==> src/rtl/state_machine_pkg.sv <==
// rtl/state_machine_pkg.sv - shared types and reset constants for the adder control FSM
package state_machine_pkg;

    typedef enum logic [1:0] {
        IDLE = 2'b00,
        LOAD = 2'b01,
        ADD  = 2'b10,
        HOLD = 2'b11
    } state_t;

    localparam logic S_RST    = 1'b0;
    localparam logic COUT_RST = 1'b0;

endpackage

==> src/rtl/full_adder.sv <==
// rtl/full_adder.sv - combinational 1-bit full adder
module full_adder (
    input  logic a,
    input  logic b,
    input  logic cin,
    output logic s,
    output logic cout
);

    // Sum and carry of three single-bit operands.
    always_comb begin
        s    = a ^ b ^ cin;
        cout = (a & b) | (cin & (a ^ b));
    end

endmodule

==> src/rtl/state_machine.sv <==
// rtl/state_machine.sv - sequenced registered 1-bit full adder with start/soft-reset control
module state_machine
    import state_machine_pkg::*;
(
    input  logic clk,
    input  logic NRST,
    input  logic start,
    input  logic rst,
    input  logic CIN,
    input  logic A,
    input  logic B,
    output logic S,
    output logic COUT
);

    state_t state_q;
    state_t state_d;

    logic a_q;
    logic b_q;
    logic c_q;

    logic capture_en;
    logic result_en;
    logic result_clr;

    logic fa_s;
    logic fa_cout;

    full_adder u_full_adder (
        .a    (a_q),
        .b    (b_q),
        .cin  (c_q),
        .s    (fa_s),
        .cout (fa_cout)
    );

    // State register; NRST forces IDLE without waiting for a clock.
    always_ff @(posedge clk or negedge NRST) begin
        if (!NRST) begin
            state_q <= IDLE;
        end else begin
            state_q <= state_d;
        end
    end

    // Next state and datapath strobes; soft rst overrides every state.
    always_comb begin
        state_d    = state_q;
        capture_en = 1'b0;
        result_en  = 1'b0;
        result_clr = 1'b0;
        if (rst) begin
            state_d    = IDLE;
            result_clr = 1'b1;
        end else begin
            case (state_q)
                IDLE: begin
                    result_clr = 1'b1;
                    if (start) begin
                        capture_en = 1'b1;
                        state_d    = LOAD;
                    end
                end
                LOAD: begin
                    state_d = ADD;
                end
                ADD: begin
                    result_en = 1'b1;
                    state_d   = HOLD;
                end
                HOLD: begin
                    state_d = HOLD;
                end
                default: begin
                    result_clr = 1'b1;
                    state_d    = IDLE;
                end
            endcase
        end
    end

    // Operands are latched only on the accepted start edge.
    always_ff @(posedge clk or negedge NRST) begin
        if (!NRST) begin
            a_q <= 1'b0;
            b_q <= 1'b0;
            c_q <= 1'b0;
        end else if (capture_en) begin
            a_q <= A;
            b_q <= B;
            c_q <= CIN;
        end
    end

    // Result registers: cleared in IDLE or on rst, loaded from the adder in ADD, held otherwise.
    always_ff @(posedge clk or negedge NRST) begin
        if (!NRST) begin
            S    <= S_RST;
            COUT <= COUT_RST;
        end else if (result_clr) begin
            S    <= S_RST;
            COUT <= COUT_RST;
        end else if (result_en) begin
            S    <= fa_s;
            COUT <= fa_cout;
        end
    end

endmodule

==> config.mk <==
export PLATFORM = sky130hd
export DESIGN_NAME = state_machine
export DESIGN_NICKNAME = d
export VERILOG_FILES = /design/src/rtl/state_machine_pkg.sv /design/src/rtl/full_adder.sv /design/src/rtl/state_machine.sv
export SDC_FILE = /design/constraint.sdc
export NUM_CORES = 1
export LEC_CHECK = 0
export CORE_AREA = 2 2 39 41
export DETAILED_ROUTE_END_ITERATION = 8
export DIE_AREA = 0 0 41 43
export DONT_BUFFER_PORTS = 1
export HOLD_SLACK_MARGIN = 0.15
export PLACE_DENSITY = 0.48
export SLEW_MARGIN = 10
export SYNTH_ARGS = -nofsm -noshare
export SYNTH_HDL_FRONTEND = slang
export SYNTH_SLANG_ARGS = --single-unit
==> constraint.sdc <==
create_clock -name clk -period 3.5 [get_ports clk]
set_clock_uncertainty 0.05 [all_clocks]
set_input_delay 0.7 -clock clk [delete_from_list [all_inputs] [get_ports clk]]
set_output_delay 0.7 -clock clk [all_outputs]
set_load 0.05 [all_outputs]
==> impl_metrics.csv <==
group,metric,value,unit
global_route,grt-ovfl-total,0,
cts,insertion_delay,250,ps
finish,final_util,26.3,%
flow_run,max-cap-violations,0,
finish,layout_commonest_cell,"dfrtp_1",
cts,cts_resized,0,
setup_path,worstSetupEndpointType,"output port",
finish,multi_input_area,129,µm²
finish,instances_no_fill,44,
sta,fmax,607,MHz
finish,final.fill_count,141,
synthesis,yosys_warnings,0,
detailed_routing,initialDrtViolationCount,3,
detailed_routing,drc_errors,0,
setup_path,cp.required,2750,ps
synthesis,ys_seq_area_share,56.9,%
placed_design,io_buffers,0,
floorplan,core,1380,µm²
setup_path,critPathKind,"reg -> out",
cts,clk_pin_slew,50,ps
power,power_density,590,nW/µm²
sta,rsz0062_at_grt,"false",
global_route,grt_start_max_net_pins,8,
sta,setup_viol,0,
synthesis,synthesis.area,308,µm²
finish,area_growth,18.3,%
detailed_routing,drtAntennaViolNets,0,
finish,drive_gt1_share,25.0,%
floorplan,rows,14,
floorplan,die_w,41,µm
synthesis,synth-seq-cells,7,
placed_design,dp_cells,39,
setup_path,ff2ff_setup_slack,2140,ps
cts,clock-sinks,7,
cts,postCtsSetupRepairBufs,0,
cts,ctsLongestPathBuffers,2,
power,peakVddDrop,279,µV
detailed_routing,wl,608,µm
status,outcome,"finished clean",
synthesis,synth.avg_cell_area,13.4,µm²
placed_design,gp_congestion,0.564,
floorplan,start_util,22.2,%
setup_path,arrival,900,ps
global_route,grt_first_pass_wirelength,1.04,mm
cts,cts_inserted_buffers,3,
detailed_routing,post_drt_wl_per_cell,13.8,µm
floorplan,ios,9,
cts,cts_tree,"yes",
sta,post-route-min-period,1650,ps
detailed_routing,dr.pass1.iters,3,
finish,diodes,0,
cts,htreeDepth,1,
sta,finalCritPeriodShare,47.1,%
synthesis,syn_nets,31,
global_route,grt_use_total,9.84,%
synthesis,synthDistinctLibCells,10,
min_path,hp-class,"in -> reg",
global_route,antenna_found_initial,0,
setup_path,path_max_fanout,2,
sta,tightestPinTransition,489,ps
finish,layout_common_cells,"dfrtp_1, mux2_2, a21oi_1, clkbuf_4",
finish,nets,37,
setup_path,start_kind,"register",
floorplan,die_area,1760,µm²
sta,maxSlewViolCount,0,
detailed_routing,vias,197,
synthesis,synth_cells,23,
cts,hold_buffers,1,
cts,cts_root_buf,"clkbuf_4",
sta,finalSetupTns,0,ps
global_route,grt_pass1_vias,245,
floorplan,die_h,43,µm
sta,slew_headroom,67.4,%
power,p_leak,0.150,nW
detailed_routing,vias_per_cell,4.48,
finish,ff_latch_area,175,µm²
sta,hold_viol,0,
## metrics by stage
stage	hold WS [ps]	setup WS [ps]	power, mW	instance area (µm²)
6_report	456	1850	0.215	364
4_1_cts	450	1840	0.218	364
2_1_floorplan	354	2010	0.131	308
5_1_grt	432	1810	0.236	364
3_3_place_gp	355	1980	0.136	328
3_5_place_dp	355	1950	0.141	328
## where the power goes
group	switching (mW)	internal, mW	total, mW
Combinational	0.0119	0.0181	0.0300
Sequential	0.0179	0.0932	0.111
Clock	0.0301	0.0435	0.0736
## state kept, by name (all words and copies together) (netlist names)
| register | flops |
|---|---|
| S | 1 |
| c_q | 1 |
| a_q | 1 |
| b_q | 1 |
| COUT | 1 |
| state_q | 2 |
## worst paths after layout
kind                       startpoint    endpoint  cells after the start
min in group asynchronous        NRST        COUT                      1
min reg2reg                       c_q         c_q                      1
max in group asynchronous        NRST         a_q                      1
max                              COUT        COUT                      0
min                               rst  state_q[0]                      1
max reg2reg                state_q[0]         a_q                      2
## cell usage after synthesis
master | instances | area (µm²)
nor4b_4 | 1 | 23.8
nand3b_1 | 2 | 15.0
nand2_1 | 2 | 7.51
dfrtp_1 | 7 | 175
a21oi_1 | 3 | 15.0
inv_1 | 1 | 3.75
nor2_1 | 2 | 7.51
fa_1 | 1 | 20.0
mux2_2 | 3 | 33.8
nand2b_1 | 1 | 6.26
## layer usage
layer | part of all wire [%] | up-vias | track usage [%]
li1 | - | 89 | -
met1 | 34 | 95 | 9.30
met2 | 48 | 13 | 13.8
met3 | 18 | 0 | 9.95
met4 | 0 | 0 | 4.00
met5 | 0 | - | 0
## cell families after synthesis
kind of cell	share of synthesized area, %
flip-flops	56.9
buffers and inverters	1.22
adder cells (fa/ha/maj)	6.50
AND/OR/NAND/NOR	19.5
multiplexers	11.0
AO/OA/AOI/OAI	4.88
## final cells by class
class                           count  area share [%]
Sequential cell                     7            48.1
Timing Repair Buffer                1            2.75
Inverter                            1            1.03
Clock buffer                        4            7.22
Multi-Input combinational cell     15            35.4
Tap cell                           16            5.50
(Power assumes the default switching activity.)
